`src/rtl/onehot_ring_decoder.sv`:
```
// Decoder for a 4-bit one-hot ring counter (1->2->4->8->1): step index, advance/lap pulses,
// lap counter and sticky fault. Define LAP_SATURATE_EN to make the lap counter saturate instead of wrap.
module onehot_ring_decoder #(
    parameter int LAP_W = 8
) (
    input  logic             clk,
    input  logic             reset,
    input  logic             clear,
    input  logic [3:0]       code,
    output logic [1:0]       index,
    output logic             valid,
    output logic             step,
    output logic             lap,
    output logic [LAP_W-1:0] laps,
    output logic             fault,
    output logic [3:0]       bad_code
);

    // state | meaning
    // IDLE  | upstream held at 0, waiting for code 1 to start a lap
    // TRACK | locked to the ring, prev is the last accepted code
    // FAULT | illegal code or transition seen, waiting for clear
    typedef enum logic [1:0] {IDLE, TRACK, FAULT} state_t;

    state_t     state;
    logic [3:0] prev;
    logic [LAP_W-1:0] laps_inc;

    function automatic logic [3:0] next_code(input logic [3:0] c);
        case (c)
            4'd1:    next_code = 4'd2;
            4'd2:    next_code = 4'd4;
            4'd4:    next_code = 4'd8;
            4'd8:    next_code = 4'd1;
            default: next_code = 4'd0;
        endcase
    endfunction

    function automatic logic [1:0] code_index(input logic [3:0] c);
        case (c)
            4'd2:    code_index = 2'd1;
            4'd4:    code_index = 2'd2;
            4'd8:    code_index = 2'd3;
            default: code_index = 2'd0;
        endcase
    endfunction

`ifdef LAP_SATURATE_EN
    assign laps_inc = (laps == {LAP_W{1'b1}}) ? laps : laps + LAP_W'(1);
`else
    assign laps_inc = laps + LAP_W'(1);
`endif

    always_ff @(posedge clk) begin
        if (reset) begin
            state    <= IDLE;
            prev     <= 4'd0;
            index    <= 2'd0;
            valid    <= 1'b0;
            step     <= 1'b0;
            lap      <= 1'b0;
            laps     <= '0;
            fault    <= 1'b0;
            bad_code <= 4'd0;
        end else begin
            step <= 1'b0;
            lap  <= 1'b0;
            case (state)
                IDLE: begin
                    if (code == 4'd1) begin
                        state <= TRACK;
                        index <= 2'd0;
                        valid <= 1'b1;
                        step  <= 1'b1;
                        prev  <= code;
                    end else if (code != 4'd0) begin
                        state    <= FAULT;
                        fault    <= 1'b1;
                        bad_code <= code;
                    end
                end
                TRACK: begin
                    if (code == prev) begin
                        state <= TRACK;
                    end else if (code == 4'd0) begin
                        // upstream was reset; lap count survives
                        state <= IDLE;
                        valid <= 1'b0;
                        index <= 2'd0;
                        prev  <= 4'd0;
                    end else if (code == next_code(prev)) begin
                        index <= code_index(code);
                        step  <= 1'b1;
                        prev  <= code;
                        if (prev == 4'd8) begin
                            lap  <= 1'b1;
                            laps <= laps_inc;
                        end
                    end else begin
                        state    <= FAULT;
                        fault    <= 1'b1;
                        bad_code <= code;
                        valid    <= 1'b0;
                    end
                end
                FAULT: begin
                    if (clear) begin
                        state    <= IDLE;
                        fault    <= 1'b0;
                        bad_code <= 4'd0;
                        prev     <= 4'd0;
                        index    <= 2'd0;
                    end
                end
                default: state <= IDLE;
            endcase
        end
    end

endmodule

```
`config.mk`:
```
export PLATFORM = sky130hd
export DESIGN_NAME = onehot_ring_decoder
export DESIGN_NICKNAME = d
export VERILOG_FILES = /design/src/rtl/onehot_ring_decoder.sv
export SDC_FILE = /design/constraint.sdc
export NUM_CORES = 1
export LEC_CHECK = 0
export BUFFER_PORTS_ARGS = -buffer_cell sky130_fd_sc_hd__buf_2
export CORE_AREA = 2 2 55 57
export CTS_BUF_LIST = sky130_fd_sc_hd__clkbuf_4 sky130_fd_sc_hd__clkbuf_8
export CTS_CLUSTER_SIZE = 25
export DETAILED_ROUTE_END_ITERATION = 7
export DIE_AREA = 0 0 57 59
export PLACE_DENSITY_LB_ADDON = 0.08
export SETUP_SLACK_MARGIN = 0.15
export SYNTH_ARGS = -nofsm -noshare
export SYNTH_HDL_FRONTEND = slang
export SYNTH_SLANG_ARGS = --single-unit
export TNS_END_PERCENT = 20
```
`constraint.sdc`:
```
create_clock -name clk -period 2.7 [get_ports clk]
set_clock_uncertainty 0.15 [all_clocks]
set_input_delay 0.27 -clock clk [delete_from_list [all_inputs] [get_ports clk]]
set_output_delay 0.27 -clock clk [all_outputs]
set_load 0.02 [all_outputs]
```
# After elaboration in Yosys (flattened, before gate mapping)
# Index checks and enable logic that the tools add are counted.
# word_totals
register_bits	24
output_inout_bits	18
wordCells	96
# classes
add_sub_neg	1
n_eq_ne	23
n_mux	48
n_bitwise	4
reduce_logical	11
# op_table
op	n
$mux 4	14
$pmux 4 s3	2
$mux 2	10
$pmux 2 s3	3
$pmux 4 s4	1
$mux 1	15
$ne 2x2->1 const B	7
$reduce_and 5->1	2
$ne 3x3->1 const B	3
$add 8x1->8 const B	1
$eq 4x1->1 const B	2
$eq 4x2->1 const B	2
$eq 4x3->1 const B	2
$eq 4x4->1	2
$eq 4x4->1 const B	2
$reduce_and 7->1	1
$reduce_or 5->1	1
$logic_not 4->1	1
$ne 4x4->1 const B	1
$not 1->1	4
$pmux 1 s2	2
$reduce_and 4->1	1
$reduce_bool 4->1	1
$pmux 1 s3	1
6 further kinds	6

# Depth between registers and ports, before layout
# Gate-level depths: netlist of the first run.
# logic_depth
ltp_word	11
mapped_depth	8
ltp_nobuf	7

# Worst setup path after synthesis of the first run
# Ideal clock, no wire load.
# synth_path
path_kind	register to register
start	register prev[3]
end	register laps[6]
setup_ns	0.123
arrival_time_ns	1.954
t_required_ns	2.427
slack_ns	0.472
path_stages_with_launch	8
n_path_buf	2
period_less_slack_ns	2.228
cell_sequence	dfxtp_1 buf_4 or2_1 a311o_1 a32o_2 buf_6 nor4_4 mux2_1
# synth_via
elab_chain_cells	8
elab_cells_between_ends	13
cone_classes	eq/ne: 6; mux: 5; bitwise: 1; reduce/logical: 1
# synth_rtl
element	line	text
from (decl)	26	logic [3:0] prev;
from (signal assigned)	75	prev <= code;
from (signal assigned)	94	prev <= code;
$eq 4x4->1 (tied with other cells)	30, 95	
$pmux 4 s4	30	case (c)
$mux 4	85	end else if (code == 4'd0) begin
$mux 4	83	if (code == prev) begin
$mux 4	68	case (state)
$mux 4	55	if (reset) begin
$eq 4x4->1	91	end else if (code == next_code(prev)) begin
$reduce_and 5->1 (no source line) *	n/a	
to (signal assigned)	97	laps <= laps_inc;
to (decl)	14	output logic [LAP_W-1:0] laps,
# Every way passes the cells marked *; elsewhere a longest branch is shown, timed or not. The select of a mux whose other input is x is not followed.
# A chain may end at the register's enable or synchronous reset.

# Worst setup path in the final report of the first run
# layout_path
start	register prev[2]
end	register fault
# layout_via
elab_chain_cells	9
elab_cells_between_ends	14
cone_classes	eq/ne: 8; mux: 5; reduce/logical: 1
# layout_rtl
element	line	text
$eq 4x4->1 (tied with other cells)	30	
$pmux 4 s4	30	
$mux 4	85	
$mux 4	83	
$mux 4	68	
$mux 4	55	
$eq 4x4->1	91	
$ne 2x2->1 (no source line)	n/a	
$reduce_and 7->1 (no source line) *	n/a	
to (signal assigned)	63	fault <= 1'b0;
to (signal assigned)	101	fault <= 1'b1;
to (signal assigned)	109	fault <= 1'b0;
to (decl)	15	output logic fault,
# Marked as above.

==> results of run 1 <==
==> cell type report <==
| class | instances | area share |
|---|---|---|
| Tap cell | 31 | 0.0233 |
| Sequential cell | 24 | 0.288 |
| Timing Repair Buffer | 25 | 0.0765 |
| Inverter | 8 | 0.0180 |
| Multi-Input combinational cell | 129 | 0.581 |
| Clock buffer | 3 | 0.0135 |
==> logic make-up after synthesis <==
kind of cell | synth area share
AO/OA/AOI/OAI | 0.115
XOR/XNOR | 0.0338
adder cells (fa/ha/maj) | 0.0322
buffers and inverters | 0.0732
flip-flops | 0.309
multiplexers | 0.125
AND/OR/NAND/NOR | 0.313
==> how the worst max path moves through the flow <==
stage	to	slack (ps)	cells after the start
2_1_floorplan	laps[6]	470	7
3_3_place_gp	laps[4]	410	7
3_5_place_dp	laps[4]	310	7
4_1_cts	laps[4]	280	7
5_1_grt	fault	160	5
6_report	fault	300	5
==> Yosys cell counts, types with 2 or more instances <==
master and n:
o21ai_0 4, xor2_1 4, ha_1 4, nand4_1 4, nand2_1 8, clkbuf_1 6
a21oi_1 6, mux2_1 5, mux2_2 2, nand2b_1 11, nor4b_1 2, nor4_4 2
buf_2 4, mux2i_1 10, o31ai_1 2, or3b_2 3, or2_1 2, inv_1 8
buf_6 3, dfxtp_1 24, nor3_1 6, xnor2_1 2, or2b_1 2, or4_1 4
nor2_1 14, nor2b_1 10
==> worst register-to-register path: stages, from the launching register on <==
cell and delay (ps):
dfxtp_1 490, and4bb_2 260, o21ai_0 240, a32o_2 420, o2111a_1 430, mux2_4 330
==> through the flow <==
| step | cells | worst slack, ps | instance area, sq um |
|---|---|---|---|
| after global placement | 217 | 407 | 1640 |
| after CTS | 220 | 276 | 1660 |
| after detailed placement | 217 | 314 | 1640 |
| final | 220 | 299 | 1670 |
| after floorplan | 175 | 472 | 1560 |
| after global routing | 220 | 157 | 1670 |
==> per-layer routing <==
layer	part of all wire	vias to the layer above
met5	0	-
met4	0.013	0
met3	0.038	5
met2	0.50	29
met1	0.45	636
li1	-	645
==> power groups by stage <==
stage | Combinational (mW) | Clock [mW] | Sequential [mW]
floorplan | 0.155 | 0 | 0.408
global placement | 0.190 | 0 | 0.398
detailed placement | 0.196 | 0 | 0.399
CTS | 0.197 | 0.160 | 0.392
global route | 0.217 | 0.176 | 0.396
finish | 0.197 | 0.152 | 0.392
==> state kept, by name, summed over array words and instances (netlist names) <==
register / count
bad_code: 4
fault: 1
index: 2
lap: 1
laps: 8
prev: 4
state: 2
step: 1
valid: 1
==> results.txt, run 1 <==
status = finished, final reports clean
Overall Global Routing Usage = 0.211
antenna-violating nets left = 0
DIE WIDTH = 57 um
hold path depth = 3
unrepaired setup endpoints after global routing = no
total power = 0.741 mW
maximum vdd drop = 0.311 mV
input/output buffers = 24
die footprint = 3360 sq um
postcts setup bufs = 0
Crit path max-delay family = compound AO/OA/AOI/OAI gates
setup total negative slack = 0 ps
# DRC = 0
Routed Wire Length = 3.20 mm
P per Cell Area = 444 nW/um^2
vias in the first global route = 1241
power share of the sequential group = 0.529
critical path launch point type = flip-flop
leakage = 0.715 nW
Post-CTS Hold Fix Bufs = 0
final hold viol count = 0
Die Ht = 59 um
FP Rows = 19
number of synthesized flops with an enable pin = 0
initial core utilization = 0.574
clk slew on worst S/H paths = 120 ps
footprint of the multi-input gates = 968 sq um
H-tree depth = 1
largest net degree at the start of global routing = 40
Net Count, Synth = 186
crit-path max FO = 15
Final GP Congestion = 0.773
Worst Hold End = prev[0]
Most Crowded Layer GR = met2
Mapped Cells = 175
worst setup path class = reg -> reg
syn_area_per_cell = 8.89 sq um
Synth cell types = 49
GR Util met1 = 0.264
layout cell share with drive strength beyond 1 = 0.228
Pre-antenna DRT Iters = 6
fin crit share = 0.889
total gr overflow = 0
GR met3 Demand/Resource = 0.0262
DR WL/cell = 14.6 um
via count = 1315
Bufs on Longest Clock Path = 2
synthesized area = 1560 sq um
Worst path slowest cell = dfxtp_1
Yosys reg bits = 24
net switching power = 0.232 mW
Critical Path End Type = flip-flop
R2R depth = 5
# clock sinks = 24
biggest cell delay along the critical path = 490 ps
Setup violations, final = 0
crit path launch = prev[2]
core area = 2710 sq um
flip-flop and latch area = 480 sq um
reg2reg end = fault
Core Util, Final = 0.615
Ports = 25
worst slew pin tran = 617 ps
initial antenna violation count = 0
Critical Path, Cell by Cell = and4bb_2, o21ai_0, a32o_2, o2111a_1, mux2_4
worst r2r src = prev[2]
synth warn = 0
share of the synthesized area in the top cell type = 0.309
fin crit period = 2400 ps
Area Overhead vs Synth = 7.15%
Clk Latency, worst-skew pair = 310 ps
R2R Setup Slk = 300 ps
Hold Path Origin = code[0]
top cells by area, synth = dfxtp_1 (31%), mux2i_1 (6.4%), nand2b_1 (4.4%), nor2b_1 (4.0%), mux2_1 (3.6%)
worst min path class = in -> reg
Yosys top cell by area = dfxtp_1
WP data arrival = 2460 ps
Worst Hold Margin = 134 ps
DPL Wire Length = 2.34 mm
CP required = 2760 ps
DR iter-0 viols = 36
routing usage on met2 = 0.369
commonest cells after routing, fill and taps aside = dfxtp_1 (24), buf_2 (24), nor2_1 (14)
Clock Power Share = 0.205
Nets = 202
max-slew violation count = 0
first-pass GRT wire length = 5.58 mm
combinational share of power = 0.266
Inserted Diodes = 0
Max-Cap Viols = 0
TritonCTS clock tree = yes
Pint = 0.509 mW
post-cts sizing count = 0
Via density = 5.98
# fillers = 253
cts bufs inserted = 3
Sw Share = 0.313
register area share after synthesis = 0.309
CTS root buf = clkbuf_4
Worst slew margin = 0.589
ys flop type = dfxtp_1
WP buf/inv = 0
asr flop ratio synth = 0
highest clock rate = 416 MHz
No activity file was read; power rests on OpenSTA's default activity.
==> inputs of run 2 (changes only) <==
SETUP_SLACK_MARGIN = 0.5   (was 0.15)
==> results.txt, run 2 (same netlist as run 1, synthesis figures left out) <==
Critical Path End Type = flip-flop
core area = 2710 sq um
Routed Wire Length = 3.49 mm
clk slew on worst S/H paths = 130 ps
FP Rows = 19
# DRC = 0
cts bufs inserted = 3
unrepaired setup endpoints after global routing = yes
power share of the sequential group = 0.475
WP data arrival = 2320 ps
Pre-antenna DRT Iters = 4
layout cell share with drive strength beyond 1 = 0.323
# fillers = 234
Inserted Diodes = 0
Regs by FF count = laps (8), bad_code (4), prev (4)
critical path launch point type = flip-flop
Worst path slowest cell = or4_4
Clk Latency, worst-skew pair = 320 ps
DR iter-0 viols = 42
TritonCTS clock tree = yes
total gr overflow = 0
worst slew pin tran = 622 ps
status = finished, final reports clean
Overall Global Routing Usage = 0.222
highest clock rate = 453 MHz
leakage = 0.788 nW
DPL Wire Length = 2.39 mm
maximum vdd drop = 0.342 mV
vias in the first global route = 1280
fin crit share = 0.817
DIE WIDTH = 57 um
initial core utilization = 0.574
Sw Share = 0.315
Crit path depth = 5
Biggest register = laps
max-slew violation count = 0
Critical Path, Cell by Cell = or2_4, a311o_1, a32o_2, or4_4, a21oi_2
commonest cells after routing, fill and taps aside = buf_2 (24), dfxtp_1 (22), nor2_1 (12)
CP required = 2810 ps
# clock sinks = 24
Post-CTS Hold Fix Bufs = 0
die footprint = 3360 sq um
biggest cell delay along the critical path = 530 ps
antenna-violating nets left = 0
Via density = 5.98
H-tree depth = 1
input/output buffers = 24
via count = 1369
initial antenna violation count = 0
Bufs on Longest Clock Path = 2
net switching power = 0.259 mW
Crit path max-delay family = compound AO/OA/AOI/OAI gates
hold path depth = 3
R2R depth = 5
Nets = 210
final hold viol count = 0
worst min path class = in -> reg
CTS root buf = clkbuf_4
worst setup path class = reg -> reg
largest net degree at the start of global routing = 40
Worst slew margin = 0.585
DR WL/cell = 15.3 um
slack of the critical path = 493 ps
Max-Cap Viols = 0
setup total negative slack = 0 ps
Ports = 25
WP buf/inv = 0
DP Worst Slack = 266 ps
Largest register FFs = 8
Die Ht = 59 um
combinational share of power = 0.285
Clock Power Share = 0.240
commonest non-fill, non-tap cell in the layout = buf_2
Final GP Congestion = 0.755
Pint = 0.562 mW
fin crit period = 2210 ps
first-pass GRT wire length = 5.84 mm
P per Cell Area = 450 nW/um^2
crit-path max FO = 7
Setup violations, final = 0
Area Overhead vs Synth = 17.2%
-- run 2: cell types whose count changed in the layout (fill, tap and decap cells not counted), moves of 2 or more --
cell and change:
nor2_2 +2, nor2_1 -2, buf_4 +4, o21ai_1 +3, dfxtp_4 +2, dfxtp_1 -2
or2_4 +2, o21ai_0 -4
-- run 2: worst paths after layout --
kind / slack, ps / from / end
max: 490 / prev[2] / laps[0]
min: 120 / code[1] / prev[1]
max reg2reg: 490 / prev[2] / laps[0]
min reg2reg: 330 / bad_code[0] / bad_code[0]
-- run 2: tightest hold or removal path: cells and delay by family --
family        cells  cell delay, ps
simple gates      1              70
mux               1              50
buf+inv           1             160
-- run 2: routing by layer --
metal / track usage / part of all wire
met1: 0.280 / 0.43
met2: 0.381 / 0.49
met3: 0.0328 / 0.055
met4: 0.0897 / 0.019
met5: 0 / 0
-- run 2: cell type report --
| class | count | area, sq um | area share |
|---|---|---|---|
| Multi-Input combinational cell | 130 | 1040 | 0.573 |
| Tap cell | 31 | 38.8 | 0.0213 |
| Timing Repair Buffer | 32 | 186 | 0.102 |
| Inverter | 8 | 30.0 | 0.0165 |
| Clock buffer | 4 | 36.3 | 0.0199 |
| Sequential cell | 24 | 488 | 0.267 |
-- run 2: power by group through the flow --
stage	clock, mW	combinational (mW)	sequential, mW
floorplan	0	0.155	0.408
global placement	0	0.190	0.397
detailed placement	0	0.195	0.399
CTS	0.198	0.207	0.393
global route	0.214	0.253	0.393
finish	0.197	0.234	0.389
-- run 2: what timing repair did --
action	4_1_cts	5_1_grt
resized for setup	10	16
gates cloned	1	0
pin swaps	3	8
buffers inserted	2	5
endpoints found under the setup margin	15	22
-- run 2: stage by stage --
step / util / area, sq um / instances / hold WS [ps] / power, mW
2_1_floorplan: - / 1560 / 175 / 304 / 0.563
3_3_place_gp: 0.605 / 1640 / 217 / 308 / 0.588
3_5_place_dp: 0.605 / 1640 / 217 / 309 / 0.594
4_1_cts: 0.638 / 1730 / 224 / 111 / 0.798
5_1_grt: 0.673 / 1820 / 229 / 113 / 0.860
6_report: 0.673 / 1820 / 229 / 117 / 0.820
==> inputs of run 3 (changes only) <==
CORE_AREA = 2 2 58 60   (was 2 2 55 57)
DIE_AREA = 0 0 60 62   (was 0 0 57 59)
clock period = 1.9 ns   (was 2.7 ns; I/O delays follow)
==> results.txt, run 3 (same netlist as run 1, synthesis figures left out) <==
flip-flop and latch area = 488 sq um
Worst Hold Margin = 37.1 ps
combinational share of power = 0.312
FP Rows = 21
final hold viol count = 0
Core Util, Final = 0.682
DR iter-0 viols = 46
crit-path max FO = 6
# DRC = 0
total gr overflow = 0
core area = 3180 sq um
DR WL/cell = 15.2 um
commonest non-fill, non-tap cell in the layout = buf_4
input/output buffers = 24
maximum vdd drop = 0.363 mV
initial core utilization = 0.490
via count = 1457
clk slew on worst S/H paths = 150 ps
Inserted Diodes = 0
H-tree depth = 1
met3 routed WL = 137 um
Largest register FFs = 8
Top Metal Used = met4
net switching power = 0.403 mW
initial antenna violation count = 0
Regs by FF count = laps (8), bad_code (4), prev (4)
Final GP Congestion = 0.810
Critical Path Sink = state[0]
R2R Setup Slk = -300 ps
M1 wire length = 1.84 mm
worst min path class = in -> reg
Bufs on Longest Clock Path = 2
Worst slew margin = 0.572
footprint of the multi-input gates = 1130 sq um
commonest cells after routing, fill and taps aside = buf_4 (31), buf_2 (24), dfxtp_1 (20)
highest clock rate = 455 MHz
P per Cell Area = 625 nW/um^2
WP data arrival = 2290 ps
Nets = 237
# fillers = 261
Non-Filler Instances = 271
Die Ht = 62 um
# clock sinks = 24
CTS root buf = clkbuf_4
slack of the critical path = -298 ps
Pre-antenna DRT Iters = 4
Via density = 5.38
worst setup path class = reg -> reg
crit path launch = prev[2]
DP Worst Slack = -418 ps
leakage = 0.947 nW
fin crit share = 1.16
violated checks = setup timing
power share of the sequential group = 0.409
DIE WIDTH = 60 um
DPL Wire Length = 2.66 mm
antenna-violating nets left = 0
layout cell share with drive strength beyond 1 = 0.453
Routed Wire Length = 4.11 mm
DP Cell Count = 262
metal2 WL = 2.06 mm
R2R depth = 6
largest net degree at the start of global routing = 40
die footprint = 3720 sq um
status = finished with violations
TritonCTS clock tree = yes
Pint = 0.952 mW
cts bufs inserted = 3
Ports = 25
Sw Share = 0.297
Post-CTS Hold Fix Bufs = 0
max-slew violation count = 0
Biggest register = laps
Area Overhead vs Synth = 39.2%
fin crit period = 2200 ps
Overall Global Routing Usage = 0.226
first-pass GRT wire length = 6.35 mm
Max-Cap Viols = 0
critical path launch point type = flip-flop
Clk Latency, worst-skew pair = 330 ps
vias in the first global route = 1353
worst slew pin tran = 642 ps
reg2reg end = state[0]
unrepaired setup endpoints after global routing = yes
Critical Path End Type = flip-flop
Clock Power Share = 0.279
Setup violations, final = 24
worst r2r src = prev[2]
total power = 1.35 mW
CP required = 1990 ps
## run 3: cell types whose count changed in the layout (fill, tap and decap cells not counted), sizes merged
| cell | previous run | this run |
|---|---|---|
| buf | 30 | 59 |
| bufinv | 0 | 1 |
| clkbuf | 5 | 3 |
| dlymetal6s2s | 1 | 0 |
## run 3: worst max-delay path: stages (launching register included)
cell and delay [ps]:
dfxtp_4 380, or2_4 240, a311o_1 380, a32o_2 340, buf_6 160, o21ai_4 150, mux2_4 310
## run 3: stage by stage
stage                     instance area [sq um]  TNS (ps)
after floorplan                            1570     -2930
after detailed placement                   1910     -6370
final                                      2170     -4310
after CTS                                  2040     -4850
after global routing                       2170     -6040
after global placement                     1910     -4870
## run 3: area by class of cell
cell class	count	area share
clock buffer	3	0.0104
clock inverter	1	0.0139
inverter	8	0.0139
multi-input combinational	130	0.523
sequential	24	0.225
tap	46	0.0266
timing repair buffer	59	0.188
## run 3: how the worst min path moves through the flow
stage / from / end / slack [ps] / cells after the start
final: code[3] / prev[3] / 40 / 3
after global routing: code[3] / prev[3] / 40 / 3
after CTS: code[3] / prev[3] / 4 / 3
after detailed placement: bad_code[1] / bad_code[1] / 320 / 2
after global placement: bad_code[1] / bad_code[1] / 310 / 2
after floorplan: reset / index[1] / 220 / 2
## run 3: layer usage
| layer | vias to the layer above | global-route usage |
|---|---|---|
| met3 | 8 | 0.0311 |
| li1 | 717 | - |
| met1 | 700 | 0.295 |
| met5 | - | 0 |
| met4 | 0 | 0.0794 |
| met2 | 32 | 0.385 |
## run 3: what timing repair did
| item | in CTS | in global routing |
|---|---|---|
| cloned | 1 | 0 |
| buffers inserted | 2 | 2 |
| pin swaps | 15 | 8 |
| resized for setup | 16 | 24 |
| endpoints found under the setup margin | 24 | 25 |
## run 3: power groups by stage
stage          clock network [mW]  logic, mW  registers (mW)
3_5_place_dp                    0      0.352           0.562
3_3_place_gp                    0      0.344           0.561
2_1_floorplan                   0      0.223           0.580
4_1_cts                     0.387      0.379           0.551
5_1_grt                     0.410      0.452           0.558
6_report                    0.378      0.423           0.554
